**config.mk**
```make
export PLATFORM = sky130hd
export DESIGN_NAME = cache_linefill
export DESIGN_NICKNAME = d
export VERILOG_FILES = /design/src/rtl/cache_linefill.sv
export SDC_FILE = /design/constraint.sdc
export NUM_CORES = 1
export LEC_CHECK = 0
export ABC_CLOCK_PERIOD_IN_PS = 2200
export BUFFER_PORTS_ARGS = -buffer_cell sky130_fd_sc_hd__buf_2
export CAP_MARGIN = 40
export CORE_MARGIN = 2
export CORE_UTILIZATION = 45
export DETAILED_ROUTE_END_ITERATION = 8
export GPL_TIMING_DRIVEN = 1
export PLACE_DENSITY = 0.77
export SLEW_MARGIN = 10
export SYNTH_ARGS = -nofsm -noshare
export SYNTH_HDL_FRONTEND = slang
export SYNTH_SLANG_ARGS = --single-unit
```
**constraint.sdc**
```tcl
create_clock -name clk -period 2.2 [get_ports clk]
set_clock_uncertainty 0.05 [all_clocks]
set_input_delay 0.22 -clock clk [delete_from_list [all_inputs] [get_ports clk]]
set_output_delay 0.22 -clock clk [all_outputs]
set_load 0.01 [all_outputs]
```
**src/rtl/cache_linefill.sv**
```systemverilog
// Critical-word-first line fill engine for a 32-word cache line.
// Fetches one word per memory transaction starting at the missed word,
// wraps modulo 32, streams each word into the line RAM and flags the
// critical word on arrival. Each word occupies a request cycle and then a
// write cycle, during which no new request is issued.
module cache_linefill (
    input  logic        clk,
    input  logic        reset,
    input  logic        fill_req,
    input  logic [31:0] fill_addr,
    input  logic        invalidate,
    output logic        fill_busy,
    output logic        fill_done,
    output logic        crit_valid,
    output logic [31:0] crit_data,
    output logic        line_valid,
    output logic [24:0] line_tag,
    output logic        mem_req,
    output logic [31:0] mem_addr,
    input  logic        mem_ack,
    input  logic [31:0] mem_rdata,
    input  logic        mem_rvalid,
    output logic [4:0]  ram_waddr,
    output logic [31:0] ram_datain,
    output logic        ram_we
);

    typedef enum logic [1:0] {StIdle, StReq, StWait, StDone} state_e;

    state_e      state_q, state_d;
    logic [24:0] tag_q, tag_d;
    logic [4:0]  start_q, start_d;
    logic [4:0]  cnt_q, cnt_d;
    logic        inval_q, inval_d;
    logic        line_valid_q, line_valid_d;
    logic        crit_valid_q, crit_valid_d;
    logic [31:0] crit_data_q, crit_data_d;
    logic        ram_we_q, ram_we_d;
    logic [4:0]  ram_waddr_q, ram_waddr_d;
    logic [31:0] ram_datain_q, ram_datain_d;

    logic [4:0]  widx;
    logic        accept;

    // Current word index wraps naturally in 5 bits.
    assign widx   = start_q + cnt_q;
    // The cycle carrying a RAM write is the write half of a word: no request.
    assign mem_req  = (state_q == StReq) && !ram_we_q;
    assign mem_addr = {tag_q, widx, 2'b00};
    assign accept   = (mem_req && mem_ack && mem_rvalid) ||
                      ((state_q == StWait) && mem_rvalid);

    assign fill_busy  = (state_q != StIdle);
    assign fill_done  = (state_q == StDone);
    assign crit_valid = crit_valid_q;
    assign crit_data  = crit_data_q;
    assign line_valid = line_valid_q;
    assign line_tag   = tag_q;
    assign ram_we     = ram_we_q;
    assign ram_waddr  = ram_waddr_q;
    assign ram_datain = ram_datain_q;

    // Next-state, word counter, invalidate latch and RAM write staging.
    always_comb begin
        state_d      = state_q;
        tag_d        = tag_q;
        start_d      = start_q;
        cnt_d        = cnt_q;
        inval_d      = inval_q;
        line_valid_d = line_valid_q;
        crit_valid_d = 1'b0;
        crit_data_d  = crit_data_q;
        ram_we_d     = 1'b0;
        ram_waddr_d  = ram_waddr_q;
        ram_datain_d = ram_datain_q;

        unique case (state_q)
            StIdle: begin
                if (fill_req) begin
                    // A simultaneous invalidate is moot: the new fill clears the line.
                    state_d      = StReq;
                    tag_d        = fill_addr[31:7];
                    start_d      = fill_addr[6:2];
                    cnt_d        = 5'd0;
                    line_valid_d = 1'b0;
                    inval_d      = 1'b0;
                end else if (invalidate) begin
                    line_valid_d = 1'b0;
                end
            end
            StReq: begin
                if (mem_req && mem_ack && !mem_rvalid) begin
                    state_d = StWait;
                end
                if (invalidate) begin
                    inval_d = 1'b1;
                end
            end
            StWait: begin
                if (invalidate) begin
                    inval_d = 1'b1;
                end
            end
            StDone: begin
                state_d      = StIdle;
                line_valid_d = !(inval_q || invalidate);
                inval_d      = 1'b0;
            end
            default: state_d = StIdle;
        endcase

        if (accept) begin
            ram_we_d     = 1'b1;
            ram_waddr_d  = widx;
            ram_datain_d = mem_rdata;
            cnt_d        = cnt_q + 5'd1;
            state_d      = (cnt_q == 5'd31) ? StDone : StReq;
            if (cnt_q == 5'd0) begin
                crit_valid_d = 1'b1;
                crit_data_d  = mem_rdata;
            end
        end
    end

    // State registers with synchronous reset overriding every input.
    always_ff @(posedge clk) begin
        if (reset) begin
            state_q      <= StIdle;
            tag_q        <= '0;
            start_q      <= '0;
            cnt_q        <= '0;
            inval_q      <= 1'b0;
            line_valid_q <= 1'b0;
            crit_valid_q <= 1'b0;
            crit_data_q  <= '0;
            ram_we_q     <= 1'b0;
            ram_waddr_q  <= '0;
            ram_datain_q <= '0;
        end else begin
            state_q      <= state_d;
            tag_q        <= tag_d;
            start_q      <= start_d;
            cnt_q        <= cnt_d;
            inval_q      <= inval_d;
            line_valid_q <= line_valid_d;
            crit_valid_q <= crit_valid_d;
            crit_data_q  <= crit_data_d;
            ram_we_q     <= ram_we_d;
            ram_waddr_q  <= ram_waddr_d;
            ram_datain_q <= ram_datain_d;
        end
    end

endmodule

```
==> flow_metrics.py <==
metrics = {
    "detailed_routing": {
        "routed-via-count": 4031,
        "wl_um": 10400,
        "drt_iter0_markers": 127,
        "dr.pass1.iters": 4,
        "avgViaCountPerCell": 4.79,
        "drc_errors": 0,
        "routedWlPerCell_um": 12.4,
        "ant_nets": 0,
    },
    "floorplanning": {
        "ioPinCount": 202,
        "core_area_um2": 9640,
        "start_util_pct": 45.6,
        "die_w_um": 103,
        "dieArea_um2": 10600,
        "fp.dieH_um": 103,
        "fp-row-count": 36,
    },
    "flow_run": {
        "cap_violations": 0,
    },
    "critical_path": {
        "rr_endpoint": "ram_waddr[4]$_SDFFE_PP0P_",
        "critPathSlowestCell": "dfxtp_2",
        "slowest_delay_ps": 360,
        "critical_path_arrival_ps": 1910,
        "path_cells": "ha_2 -> fa_2 -> a21o_1 -> a21oi_2 -> xnor2_2 -> buf_2",
        "ff2ff_path_depth": 7,
        "worstSetupStartpointType": "register",
        "worstPathMaxFanout": 5,
        "path_delay_family": "adder cells",
        "rrSetupSlack_ps": 410,
        "end_kind": "primary output",
        "cp.buffers_inverters": 1,
        "required_ps": 1930,
        "critPathKind": "register to primary output",
        "r2r_start": "cnt_q[0]$_SDFFE_PP0P_",
        "crit_cells": 6,
    },
    "min_path": {
        "hold_class": "primary input to register",
        "min_to": "line_tag[3]$_SDFFE_PP0P_",
        "holdPathStages": 3,
        "holdCritStartpoint": "fill_addr[10]",
    },
    "yosys": {
        "synth_warnings": 0,
        "syn_inst": 542,
        "synth_area_um2": 4400,
        "yosysUniqueCellTypes": 37,
        "synth-seq-cells": 110,
        "synth_area_per_cell_um2": 8.11,
        "yosysSeqAreaShare_pct": 50.1,
    },
    "clocking": {
        "insertion_delay_ps": 350,
        "hold_buffers": 0,
        "clock-sinks": 110,
        "numCtsBuffers": 9,
        "cts_tree": "done",
        "cts_root_buf": "clkbuf_8",
        "h-tree-depth": 3,
        "clkTransAtPathRegs_ps": 100,
        "clockBufferDepth": 2,
    },
    "layout": {
        "most-common-layout-cells": "198 x nand2_1, 196 x buf_2, 108 x dfxtp_1",
        "nets": 786,
        "area_growth_syn_to_layout_pct": 25.9,
        "mostFrequentLayoutCell": "nand2_1",
        "drive_above_1_share_pct": 33.3,
        "antenna_cells": 0,
    },
    "sta": {
        "grt_setup_unrepaired": "yes",
        "setup_ws_ps": 22.6,
        "post-route-min-period_ps": 2180,
        "hold_viol": 0,
        "hold_ws_ps": 39.2,
        "max_freq_mhz": 459,
        "setup_viol": 0,
        "fin_crit_sh_pct": 99.0,
        "drv_slew": 0,
    },
    "power_and_ir_drop": {
        "leakage_uw": 0.00264,
        "combinationalPowerShare_pct": 33.6,
        "power_switching_uw": 2010,
        "powerDensity_nw_per_um2": 1020,
        "worst_ir_drop_vdd_uv": 566,
        "pwr-share-seq_pct": 43.9,
        "pwr-share-clk_pct": 22.4,
        "internal_power_uw": 3650,
        "sw_frac_of_total_pct": 35.5,
    },
    "placed_design": {
        "place_worst_setup_slack_ps": 251,
        "hpwlAfterDp_um": 7450,
        "io_buffers": 197,
        "place_congestion": 0.745,
    },
    "grt": {
        "antenna_found_initial": 0,
        "overflow": 0,
        "grt_pass1_vias": 3575,
        "grt_use_total_pct": 19.3,
        "grt_pass1_wl_um": 16300,
        "grt_start_max_net_pins": 52,
    },
    "run_status": {
        "status": "complete, no violations",
    },
}
==> worst max-delay path by stage <==
stage,start,end
finish,cnt_q[0]$_SDFFE_PP0P_,mem_addr[6]
global route,cnt_q[0]$_SDFFE_PP0P_,mem_addr[6]
CTS,cnt_q[0]$_SDFFE_PP0P_,mem_addr[6]
detailed placement,cnt_q[0]$_SDFFE_PP0P_,mem_addr[6]
global placement,cnt_q[0]$_SDFFE_PP0P_,mem_addr[6]
floorplan,cnt_q[0]$_SDFFE_PP0P_,ram_waddr[4]$_SDFFE_PP0P_
==> Yosys cell counts <==
cell type	n	area share [%]
mux2i_1	1	0.23
a31oi_1	2	0.28
and3b_2	1	0.23
o22ai_1	1	0.14
clkbuf_1	18	1.5
o211a_4	1	0.40
o21ai_0	1	0.11
o21ai_4	1	0.37
buf_2	7	0.80
a211oi_1	1	0.17
nor4b_4	1	0.54
and2_1	2	0.28
xnor2_1	2	0.40
nand3_1	6	0.68
nor3_1	2	0.23
a21oi_1	104	12
ha_1	12	3.4
dfxtp_1	110	50
inv_1	6	0.51
conb_1	1	0.085
and3_1	1	0.14
nor3b_1	1	0.17
nor4bb_1	1	0.23
nand3b_1	2	0.34
fa_1	1	0.46
o21a_1	2	0.34
nor2b_1	2	0.28
o211ai_2	1	0.28
nand2b_1	1	0.14
buf_4	31	5.3
buf_6	4	1.0
nand2_1	198	17
o21ai_1	1	0.11
a21o_1	3	0.51
nor2_1	10	0.85
xor2_1	2	0.40
a32oi_1	1	0.20
==> area by class of cell <==
class	count	area, um^2
tap	133	166
clock buffer	11	151
inverter	6	22.5
timing repair buffer	209	1120
fill	929	4100
clock inverter	5	65.1
sequential	110	2200
multi-input combinational	367	1810
==> layer usage <==
layer	track usage, %	routed length [um]	vias to the layer above	share of wire [%]
met5	0	0	-	0
met2	34.2	5120	141	49
met3	4.61	738	4	7.1
met1	23.4	4550	1837	44
met4	5.36	37	0	0.35
li1	-	-	2049	-
==> worst reg2reg max path, delay by kind of cell, from the launching register on <==
kind,cells,cell delay [ps]
adders and majority gates,2,540
DFF,1,360
xor gates and xnor gates,1,100
AOI/OAI and AO/OA,3,520
buffers and inverters,1,140
==> through the flow <==
stage / TNS (ps) / util [%] / cells / cell area [um^2] / total power [uW]
floorplan: 0 / - / 543 / 4400 / 3830
global placement: 0 / 54.9 / 824 / 5300 / 4370
detailed placement: 0 / 54.9 / 824 / 5300 / 4440
finish: 0 / 57.5 / 841 / 5540 / 5660
global route: -80.1 / 57.5 / 841 / 5540 / 6070
CTS: 0 / 57.5 / 841 / 5540 / 5730
==> state kept, by name, indices dropped and copies added (netlist names) <==
register    count
ram_waddr       5
ram_we          1
cnt_q           5
inval_q         1
crit_valid      1
line_valid      1
state_q         2
crit_data      32
start_q         5
line_tag       25
ram_datain     32
==> power groups by stage <==
stage	sequential, uW	combinational (uW)	clock, uW
floorplan	2650	1180	0
global placement	2510	1860	0
detailed placement	2530	1900	0
CTS	2490	1930	1310
global route	2540	2130	1400
finish	2490	1900	1270
==> logic make-up after synthesis <==
kind of cell,synth area share (%)
AND/OR/NAND/NOR,21.0
flip-flops,50.1
buffers and inverters,9.16
XOR/XNOR,0.797
AO/OA/AOI/OAI,14.8
adder cells (fa/ha/maj),3.87
other,0.0853
multiplexers,0.228
==> repair_timing <==
action / 4_1_cts / 5_1_grt
setup endpoints to repair: 1 / 2
setup buffers: 1 / 0
resized for setup: 5 / 1
pin swaps: 2 / 0
No activity file was read; power rests on OpenSTA's default activity.
